File: config.mk
export PLATFORM = sky130hd
export DESIGN_NAME = fetch_unit_flat
export DESIGN_NICKNAME = d
export VERILOG_FILES = /design/src/rtl/fetch_unit_if.sv /design/src/rtl/fetch_unit.sv /design/src/flat_wrapper.sv
export SDC_FILE = /design/constraint.sdc
export NUM_CORES = 1
export LEC_CHECK = 0
export ABC_AREA = 1
export ABC_CLOCK_PERIOD_IN_PS = 2000
export BUFFER_PORTS_ARGS = -buffer_cell sky130_fd_sc_hd__buf_4
export CORE_UTILIZATION = 56
export CTS_BUF_LIST = sky130_fd_sc_hd__clkbuf_16
export DETAILED_ROUTE_END_ITERATION = 10
export GPL_ROUTABILITY_DRIVEN = 0
export PLACE_DENSITY = 0.81
export SETUP_SLACK_MARGIN = 0.5
export SLEW_MARGIN = 5
export SYNTH_ARGS = -nofsm -noshare
export SYNTH_HDL_FRONTEND = slang
export SYNTH_SLANG_ARGS = --single-unit
File: constraint.sdc
create_clock -name clk -period 2 [get_ports clk]
set_clock_uncertainty 0.1 [all_clocks]
set_input_delay 0.2 -clock clk [delete_from_list [all_inputs] [get_ports clk]]
set_output_delay 0.2 -clock clk [all_outputs]
set_load 0.02 [all_outputs]
File: src/rtl/fetch_unit_if.sv
// Bundle of the fetch stage's memory-side and decode-side signals.
// The fetch unit takes the master side; the memory model and decode take the slave side.
interface fetch_unit_if;
    logic [31:0] imem_addr;
    logic [31:0] imem_rdata;
    logic        redirect;
    logic [31:0] redirect_pc;
    logic        out_valid;
    logic        out_ready;
    logic [31:0] out_instr;
    logic [31:0] out_pc;
    logic        out_fault;

    modport master (
        output imem_addr,
        input  imem_rdata,
        input  redirect,
        input  redirect_pc,
        output out_valid,
        input  out_ready,
        output out_instr,
        output out_pc,
        output out_fault
    );

    modport slave (
        input  imem_addr,
        output imem_rdata,
        output redirect,
        output redirect_pc,
        input  out_valid,
        output out_ready,
        input  out_instr,
        input  out_pc,
        input  out_fault
    );
endinterface

File: src/rtl/fetch_unit.sv
// Instruction fetch stage: owns the fetch PC, reads the instruction port of the
// memory combinationally and queues fetched words in a small FIFO for decode.
// A misaligned fetch PC produces a single fault entry and halts fetch until the
// pipeline redirects it.
module fetch_unit #(
    parameter logic [31:0] RESET_PC = 32'h0000_0000,
    parameter int          DEPTH    = 2
) (
    input  logic          clk,
    input  logic          rst_n,
    fetch_unit_if.master  bus
);

    localparam int PTR_W = $clog2(DEPTH);
    localparam int CNT_W = $clog2(DEPTH + 1);
    localparam logic [CNT_W-1:0] DEPTH_CNT = CNT_W'(DEPTH);

    typedef enum logic {
        RUN  = 1'b0,
        HALT = 1'b1
    } state_t;

    state_t           r_state;
    state_t           w_nextState;
    logic [31:0]      r_fetchPc;
    logic [31:0]      w_nextPc;
    logic [CNT_W-1:0] r_count;
    logic [CNT_W-1:0] w_nextCount;
    logic [PTR_W-1:0] r_rdPtr;
    logic [PTR_W-1:0] r_wrPtr;

    logic [31:0]      r_pcMem    [DEPTH];
    logic [31:0]      r_instrMem [DEPTH];
    logic             r_faultMem [DEPTH];

    logic             w_valid;
    logic             w_aligned;
    logic             w_pop;
    logic             w_slot;
    logic             w_push;

    // Memory address is the fetch PC itself; decode sees the registered head entry only.
    assign bus.imem_addr = r_fetchPc;
    assign bus.out_valid = w_valid;
    assign bus.out_pc    = r_pcMem[r_rdPtr];
    assign bus.out_instr = r_instrMem[r_rdPtr];
    assign bus.out_fault = r_faultMem[r_rdPtr];

    // Handshake and push qualification; a pop frees a slot in the same cycle even when full.
    always_comb begin
        w_valid   = (r_count != '0);
        w_aligned = (r_fetchPc[1:0] == 2'b00);
        w_pop     = w_valid & bus.out_ready;
        w_slot    = (r_count < DEPTH_CNT) | w_pop;
        w_push    = (r_state == RUN) & w_slot & ~bus.redirect;
    end

    // Next FSM state and fetch PC; redirect overrides everything, a misaligned push halts.
    always_comb begin
        w_nextState = r_state;
        w_nextPc    = r_fetchPc;
        if (bus.redirect) begin
            w_nextState = RUN;
            w_nextPc    = bus.redirect_pc;
        end else if (w_push) begin
            if (w_aligned) begin
                w_nextPc = r_fetchPc + 32'd4;
            end else begin
                w_nextState = HALT;
            end
        end
    end

    // Next occupancy; simultaneous push and pop leave it unchanged.
    always_comb begin
        w_nextCount = r_count;
        if (bus.redirect) begin
            w_nextCount = '0;
        end else if (w_push && !w_pop) begin
            w_nextCount = r_count + CNT_W'(1);
        end else if (w_pop && !w_push) begin
            w_nextCount = r_count - CNT_W'(1);
        end
    end

    // FSM state register.
    always_ff @(posedge clk or negedge rst_n) begin
        if (!rst_n) begin
            r_state <= RUN;
        end else begin
            r_state <= w_nextState;
        end
    end

    // Fetch PC and occupancy registers.
    always_ff @(posedge clk or negedge rst_n) begin
        if (!rst_n) begin
            r_fetchPc <= RESET_PC;
            r_count   <= '0;
        end else begin
            r_fetchPc <= w_nextPc;
            r_count   <= w_nextCount;
        end
    end

    // Read/write pointers; a redirect drops every entry by rewinding both to slot 0.
    always_ff @(posedge clk or negedge rst_n) begin
        if (!rst_n) begin
            r_rdPtr <= '0;
            r_wrPtr <= '0;
        end else if (bus.redirect) begin
            r_rdPtr <= '0;
            r_wrPtr <= '0;
        end else begin
            if (w_push) begin
                r_wrPtr <= r_wrPtr + PTR_W'(1);
            end
            if (w_pop) begin
                r_rdPtr <= r_rdPtr + PTR_W'(1);
            end
        end
    end

    // Entry storage; a misaligned fetch stores a zero word flagged as a fault.
    always_ff @(posedge clk or negedge rst_n) begin
        if (!rst_n) begin
            for (int i = 0; i < DEPTH; i++) begin
                r_pcMem[i]    <= '0;
                r_instrMem[i] <= '0;
                r_faultMem[i] <= 1'b0;
            end
        end else if (w_push) begin
            r_pcMem[r_wrPtr]    <= r_fetchPc;
            r_instrMem[r_wrPtr] <= w_aligned ? bus.imem_rdata : 32'h0;
            r_faultMem[r_wrPtr] <= ~w_aligned;
        end
    end

endmodule

File: src/flat_wrapper.sv
// flat-port wrapper written by rule: the top's interface ports become plain ports
module fetch_unit_flat 
#(
    parameter logic [31:0] RESET_PC = 32'h0000_0000,
    parameter int          DEPTH    = 2
)
  (clk, rst_n, bus_imem_addr, bus_imem_rdata, bus_redirect, bus_redirect_pc, bus_out_valid, bus_out_ready, bus_out_instr, bus_out_pc, bus_out_fault);
  fetch_unit_if bus_i ();
  input  logic clk;
  input  logic rst_n;
  output wire logic [$bits(bus_i.imem_addr)-1:0] bus_imem_addr;
  input wire logic [$bits(bus_i.imem_rdata)-1:0] bus_imem_rdata;
  input wire logic [$bits(bus_i.redirect)-1:0] bus_redirect;
  input wire logic [$bits(bus_i.redirect_pc)-1:0] bus_redirect_pc;
  output wire logic [$bits(bus_i.out_valid)-1:0] bus_out_valid;
  input wire logic [$bits(bus_i.out_ready)-1:0] bus_out_ready;
  output wire logic [$bits(bus_i.out_instr)-1:0] bus_out_instr;
  output wire logic [$bits(bus_i.out_pc)-1:0] bus_out_pc;
  output wire logic [$bits(bus_i.out_fault)-1:0] bus_out_fault;
  assign bus_imem_addr = bus_i.imem_addr;
  assign bus_i.imem_rdata = bus_imem_rdata;
  assign bus_i.redirect = bus_redirect;
  assign bus_i.redirect_pc = bus_redirect_pc;
  assign bus_out_valid = bus_i.out_valid;
  assign bus_i.out_ready = bus_out_ready;
  assign bus_out_instr = bus_i.out_instr;
  assign bus_out_pc = bus_i.out_pc;
  assign bus_out_fault = bus_i.out_fault;
  fetch_unit #(.RESET_PC(RESET_PC), .DEPTH(DEPTH)) u_core (.clk(clk), .rst_n(rst_n), .bus(bus_i));
endmodule
==> run metrics, run 1 <==
number of clock sinks seen by CTS=between 150 and 200; total clock buffers created by CTS=17; pin count of the biggest net entering global routing=70; Synth Instances=between 1000 and 1500; CTS H-tree lvls=4; Syn Std Cell Area=8410 um2; synthesis-stage register bit count=roughly 170; kind of the worst endpoint=output port; step where the flow halted=global routing (5_1_grt); share of synthesized area occupied by flip-flops and latches=0.497; final worst endpoint reported by repair_timing after global routing=bus_out_pc[26]; Syn. warnings=0; Die Span X=about 120 um; synthesized area per cell=7.09 um2; Post-Synthesis Net Count=1256; die height=between 100 and 150 um; remaining global-route overflow=58; number of buffer cells added on primary ports=~170; maximum buffer depth of the clock tree=2; status=did not finish; first reported error=[ERROR GRT-0232] Routing congestion too high. Check the congestion heatmap in the GUI.; DPL Wire Length=approximately 15 mm; GRT Overall Usage=0.764; I/O pin cnt=166; Initial Utilization=0.577; clock root buffer=sky130_fd_sc_hd__clkbuf_16; number of cell rows=44; Yosys cell types=24
-- metal layers --
metal	GRT overflow	global-route usage
met1	0	0.768
met2	27	0.953
met3	3	0.576
met4	28	0.792
met5	0	0.131
-- through the flow --
stage	hold slack (ps)	setup slack, ps	instances	instance area (um2)	utilization
4_1_cts	0.115	137	1610	12200	0.835
3_5_place_dp	28.9	230	1504	9980	0.684
3_3_place_gp	29.1	311	1504	9980	0.684
2_1_floorplan	-196	405	1187	8530	-
-- synthesized netlist by cell type, drive strengths merged --
library cell,n,area [um2]
nand2,517,1950
buf,22,133
dfrtp,167,4180
o21ai,155,802
o211ai,1,7.51
clkinv,1,3.75
clkbuf,33,124
nand4,5,31.3
xor2,1,8.76
nor2,126,497
nand3,41,218
a31oi,2,12.5
a21oi,3,15.0
inv,112,420
ha,1,12.5
-- cell families after synthesis --
logic type,share of synthesized area
compound gates,0.0995
buf+inv,0.0809
xor+xnor,0.00104
fa+ha+maj,0.00149
flops,0.497
simple gates,0.320
-- timing repair --
action / 4_1_cts
gates cloned: 18
endpoints found under the hold margin: 199
endpoints found under the setup margin: 221
pin swaps: 29
setup buffers: 25
hold buffers: 32
gates resized for setup: 204
==> inputs of run 2 (changes only) <==
Settings changed: CORE_UTILIZATION 56 to 40, CTS_BUF_LIST sky130_fd_sc_hd__clkbuf_16 to unset, PLACE_DENSITY 0.81 to unset, PLACE_DENSITY_LB_ADDON set to 0.15, SETUP_SLACK_MARGIN 0.5 to unset.
==> run 2 against run 1 <==
Net effect:
- the run now ends clean
- area after synthesis unchanged
- synthesized cell count stayed put
==> run metrics, run 2 <==
number of antenna violations at the first check in global routing=0; DPL Wire Length=between 15 and 20 mm; Setup-failing EPs final=0; share of Yosys cell area claimed by the top area cell type=0.497; startpoint-to-endpoint class of the critical path=register to primary output; number of global-route vias before repair=around 7400; number of hold violations in the final report=0; worst setup slack before clock tree synthesis=178 ps; number of nets with antenna violations after detailed routing=0; simple-gate share of the synthesized area=0.320; max-cap check violation count=0; post-synthesis adder-cell area fraction=0.00149; count of flip-flops with a built-in enable after synthesis=0; total die area=~22000 um2; I/O pin cnt=166; arrival time of the worst setup path=roughly 1600 ps; top routing layer used=met4; final critical delay including setup and external delays=roughly 1900 ps; Peak VDD IR=~690 uV; overall routed net length=between 20 and 25 mm; area of the core region=~20000 um2; cell with the most instances after synthesis=sky130_fd_sc_hd__nand2_1; CTS H-tree lvls=4; number of cell rows=52; Commonest cells post-synth=sky130_fd_sc_hd__nand2_1, sky130_fd_sc_hd__dfrtp_1, sky130_fd_sc_hd__nor2_1; combinational family with the most area after synthesis=simple AND/OR/NAND/NOR gates; critical path data required time=roughly 1700 ps; nets@finish=around 1400; mux contribution to synthesized area=0; remaining global-route overflow=0; DRC viols=0; number of buffer cells added on primary ports=~170; number of antenna repair diodes=0; endpoint class of the critical path=primary output; PD cells=1400 nW/um2; clock tree from TritonCTS=yes; FILL cells=between 2000 and 2500; Post-Synthesis Net Count=around 1300; Async SR Flop Fraction=1.00; drt pass-1 iters=5; number of clock sinks seen by CTS=between 150 and 200; die height=roughly 150 um; share of cells above drive strength 1=0.179; final worst slack=between 80 and 90 ps; highest-count cells in the layout ignoring fill and taps=sky130_fd_sc_hd__nand2_1, sky130_fd_sc_hd__buf_4, sky130_fd_sc_hd__dfrtp_1; met1 layer wirelength in the final routing=approximately 11 mm; synthesis-stage register bit count=between 150 and 200; post-synthesis compound-gate area fraction=0.0995; area growth from synthesis to layout=28.7%; DR vias=a little under 8000; top area cells in the synthesized netlist=sky130_fd_sc_hd__dfrtp_1, sky130_fd_sc_hd__nand2_1, sky130_fd_sc_hd__o21ai_0; maximum fanout along the worst path=17; total clock buffers created by CTS=17; path class of the lowest-slack min-delay path=input port to register; fmax=522 MHz; slew at the pin closest to its max-slew limit=roughly 510 ps; share of synthesized area occupied by flip-flops and latches=0.497; length of routed met3 wiring=1.51 mm; number of design-rule violations left by the first detailed-router iteration=~560; Slew Viols, Final=0; dominant synthesized flop cell=sky130_fd_sc_hd__dfrtp_1; total power after layout=roughly 0.015 W; Syn. warnings=0; Synth Instances=1187; Synth area leader=sky130_fd_sc_hd__dfrtp_1; pin count of the biggest net entering global routing=63; Die Span X=147 um; via density per instance=4.79; commonest non-fill, non-tap cell in the layout=sky130_fd_sc_hd__nand2_1; synthesized area per cell=7.09 um2; sum of met2 wire segment lengths after detailed routing=between 10 and 15 mm; xor/xnor cell area share of the yosys netlist=0.00104; global-route wire length before repair=about 38 mm; clock root buffer=sky130_fd_sc_hd__clkbuf_16; Syn Std Cell Area=between 8000 and 9000 um2; Static Leakage=approximately 5.6 nW; clock transition at the registers of the reported paths=approximately 60 ps; relative max-transition margin=0.662; Initial Utilization=0.412; maximum buffer depth of the clock tree=2; element type at the critical path start=register; Yosys cell types=24; clock latency on the worst-skew pair=~420 ps; status=completed; Routed wire per std cell=~14 um; final clock period utilization by the worst path=0.957; GRT Overall Usage=0.224
-- run 2: cell counts after synthesis --
No cell type changed its count.
-- run 2: cell families after synthesis --
| kind of cell | count (synthesis) |
|---|---|
| flip-flops | 167 |
| adder cells (fa/ha/maj) | 1 |
| XOR/XNOR | 1 |
| AO/OA/AOI/OAI | 161 |
| AND/OR/NAND/NOR | 689 |
| buffers and inverters | 168 |
-- run 2: layout make-up --
type                            instances  area, um2  area share
Sequential cell                       167       4180       0.386
Multi-Input combinational cell        852       3560       0.329
Timing Repair Buffer                  211       1770       0.164
Clock buffer                           25        495      0.0458
Inverter                              113        428      0.0395
Tap cell                              270        338      0.0312
Clock inverter                          4       45.0     0.00416
-- run 2: path summary, 6_finish.rpt --
| kind | startpoint | cells past startpoint | end | slack, ps |
|---|---|---|---|---|
| worst max-delay path | u_core.r_rdPtr$_DFFE_PN0P_ | 5 | bus_out_pc[7] | 90 |
| worst min-delay path | bus_redirect_pc[21] | 5 | u_core.bus.imem_addr[21]$_DFFE_PN0P_ | 6 |
| worst min register to register | u_core.r_instrMem[25]$_DFFE_PN0P_ | 2 | u_core.r_instrMem[25]$_DFFE_PN0P_ | 370 |
| min in group asynchronous | rst_n | 2 | u_core.r_instrMem[40]$_DFFE_PN0P_ | 190 |
| max in group asynchronous | rst_n | 3 | u_core.bus.imem_addr[18]$_DFFE_PN0P_ | 950 |
| worst max register to register | u_core.bus.imem_addr[2]$_DFFE_PN0P_ | 10 | u_core.bus.imem_addr[26]$_DFFE_PN0P_ | 280 |
-- run 2: metal layers --
layer	global-route usage	vias to the layer above
met4	0.0861	0
li1	-	4013
met2	0.338	228
met3	0.0475	33
met1	0.317	3599
met5	0	-
-- run 2: worst max-delay path: stages, from the launching register on --
cell and delay (ps):
sky130_fd_sc_hd__dfrtp_4 510, sky130_fd_sc_hd__clkinvlp_4 170, sky130_fd_sc_hd__clkbuf_16 220, sky130_fd_sc_hd__nand2_1 70, sky130_fd_sc_hd__nand2_1 60, sky130_fd_sc_hd__buf_4 160
-- run 2: what timing repair did --
action / in CTS / in global routing
setup endpoints to repair: 50 / 32
gates cloned: 0 / 1
resized for setup: 6 / 9
endpoints found under the hold margin: 56 / 0
setup buffers: 0 / 2
hold buffers: 14 / 0
-- run 2: per-stage QoR --
stage / area [um2] / std cells / hold WS [ps] / TNS [ps] / util
2_1_floorplan: 8410 / 1187 / -196 / 0 / -
3_3_place_gp: 10100 / 1596 / 74.4 / 0 / 0.493
3_5_place_dp: 10100 / 1596 / 75.2 / 0 / 0.493
4_1_cts: 10800 / 1639 / 0.0776 / -9.61 / 0.527
5_1_grt: 10800 / 1642 / 12.2 / -10.7 / 0.530
6_report: 10800 / 1642 / 6.26 / 0 / 0.530
-- run 2: power breakdown --
| group | switching, W | internal, W |
|---|---|---|
| sequential | 0.000862 | 0.00474 |
| clock | 0.00126 | 0.00182 |
| combinational | 0.00401 | 0.00248 |
Power figures use the tool's default switching activity.
==> inputs of run 3 (changes only) <==
Settings changed: CTS_BUF_LIST set to sky130_fd_sc_hd__clkbuf_4 sky130_fd_sc_hd__clkbuf_8.
==> run 3 against run 2 <==
Net effect:
- clock power decreased by 25%
- critical path depth down 2
- final area rose by 3.1%
- maximum frequency decreased by 1.2%
- flip-flop and latch count unchanged
- total power fell by 4.3%
- critical endpoint is now bus_out_instr[19]
- final cell count rose by 3.0%
- via count grew 2.2%
- worst hold slack better by 12 ps
==> run metrics, run 3 (synthesis gave the netlist of run 2 again) <==
worst flop-to-flop path endpoint=u_core.bus.imem_addr[8]$_DFFE_PN0P_; clock latency on the worst-skew pair=around 460 ps; slew at the pin closest to its max-slew limit=around 500 ps; startpoint-to-endpoint class of the critical path=register to primary output; Static Leakage=between 5 and 6 nW; global-route wire length before repair=approximately 39 mm; number of design-rule violations left by the first detailed-router iteration=542; total clock buffers created by CTS=17; number of antenna violations at the first check in global routing=0; end point of the worst hold path=u_core.r_instrMem[19]$_DFFE_PN0P_; slowest stage cell, crit path=sky130_fd_sc_hd__dfrtp_4; CTS H-tree lvls=4; relative max-transition margin=0.664; Die Span X=around 150 um; area of the core region=20400 um2; I/O pin cnt=~170; Slew Viols, Final=0; flop-to-flop setup slack=roughly 260 ps; FILL cells=roughly 2000; maximum fanout along the worst path=6; worst setup slack before clock tree synthesis=between 150 and 200 ps; die height=147 um; number of cell rows=52; accumulated negative setup slack=0 ps; endpoint class of the critical path=primary output; Hold Crit Start=bus_imem_rdata[19]; share of cells above drive strength 1=0.179; worst-path cell chain=buf_6 > o21ai_0 > buf_4; final clock period utilization by the worst path=0.969; Layout Utilization=0.546; FF+latch area=4180 um2; crit path from=u_core.r_rdPtr$_DFFE_PN0P_; path class of the lowest-slack min-delay path=input port to register; area occupied by multi-input gates=3580 um2; commonest non-fill, non-tap cell in the layout=sky130_fd_sc_hd__nand2_1; startpoint of the lowest-slack register-to-register path=u_core.bus.imem_addr[2]$_DFFE_PN0P_; DR vias=approximately 8000; DRC viols=0; maximum buffer depth of the clock tree=2; fmax=about 520 MHz; nets@finish=between 1000 and 1500; area growth from synthesis to layout=32.7%; max-cap check violation count=0; overall routed net length=between 20 and 25 mm; PD cells=1300 nW/um2; count of cells along the worst register-to-register path=7; total power after layout=approximately 0.015 W; status=completed; clock root buffer=sky130_fd_sc_hd__clkbuf_8; delay of the slowest cell on the worst path=between 500 and 600 ps; clock tree from TritonCTS=yes; final critical delay including setup and external delays=1940 ps; GRT Overall Usage=0.230; Initial Utilization=0.412; pin count of the biggest net entering global routing=63; total die area=21600 um2; highest-count cells in the layout ignoring fill and taps=sky130_fd_sc_hd__nand2_1, sky130_fd_sc_hd__buf_4, sky130_fd_sc_hd__dfrtp_1; final worst slack=between 60 and 70 ps; Peak VDD IR=around 650 uV; Worst Hold Path Cells=5; DPL Wire Length=between 15 and 20 mm; unrepaired setup endpoints after global routing=true; number of antenna repair diodes=0; number of global-route vias before repair=about 7600; Routed wire per std cell=between 10 and 15 um; Setup-failing EPs final=0; via density per instance=4.76; drt pass-1 iters=5; clock transition at the registers of the reported paths=about 80 ps; critical path data required time=1700 ps; remaining global-route overflow=0; number of clock sinks seen by CTS=~170; number of hold violations in the final report=0; arrival time of the worst setup path=between 1500 and 2000 ps; number of nets with antenna violations after detailed routing=0; number of buffer cells added on primary ports=165; element type at the critical path start=register; worst hold-check slack=18.4 ps
-- run 3: cell count changes in the layout (fill, tap and decap cells not counted), sizes merged --
cell,before,now
dlygate4sd3,14,61
buf,196,199
clkbuf,26,25
clkinv,4,5
clkinvlp,1,0
-- run 3: worst max-delay path by stage --
stage / to / slack, ps / depth (start not counted)
2_1_floorplan: u_core.bus.imem_addr[16]$_DFFE_PN0P_ / 280 / 8
3_3_place_gp: u_core.bus.imem_addr[31]$_DFFE_PN0P_ / 230 / 9
3_5_place_dp: u_core.bus.imem_addr[31]$_DFFE_PN0P_ / 180 / 9
4_1_cts: bus_out_instr[22] / -7 / 4
5_1_grt: bus_out_instr[20] / -20 / 4
6_report: bus_out_instr[19] / 60 / 3
-- run 3: area by class of cell --
class                   instances  area share
repair buffers                260       0.204
clock inverters                 4     0.00404
inverters                     113      0.0381
well taps                     270      0.0303
flip-flops and latches        167       0.375
multi-input cells             852       0.321
clock buffers                  25      0.0286
-- run 3: power by group --
part / internal (W) / total, W / switching [W] / leakage (nW)
combinational: 0.00258 / 0.00663 / 0.00406 / 3.45
sequential: 0.00473 / 0.00558 / 0.000854 / 2.13
clock: 0.00115 / 0.00230 / 0.00115 / 0.195
-- run 3: critical path, delay by kind of cell (launching register included) --
kind | cells | cell delay, ps
flops | 1 | 540
buf+inv | 2 | 360
compound gates | 1 | 280
-- run 3: what timing repair did --
action                                 CTS  global route
setup endpoints to repair               54            46
hold buffers                            61             0
gates resized for setup                  9            22
endpoints found under the hold margin  196             0
gates cloned                             1             0
setup buffers                            4             0
-- run 3: stage by stage --
stage               cell area (um2)  cells
CTS                           11100   1691
detailed placement            10100   1596
global route                  11200   1691
floorplan                      8410   1187
finish                        11200   1691
global placement              10100   1596
-- run 3: routing by layer --
layer / track usage / routed length (um)
met3: 0.0460 / 1480
met1: 0.320 / 10900
met2: 0.351 / 10700
met5: 0 / 0
met4: 0.0912 / 695
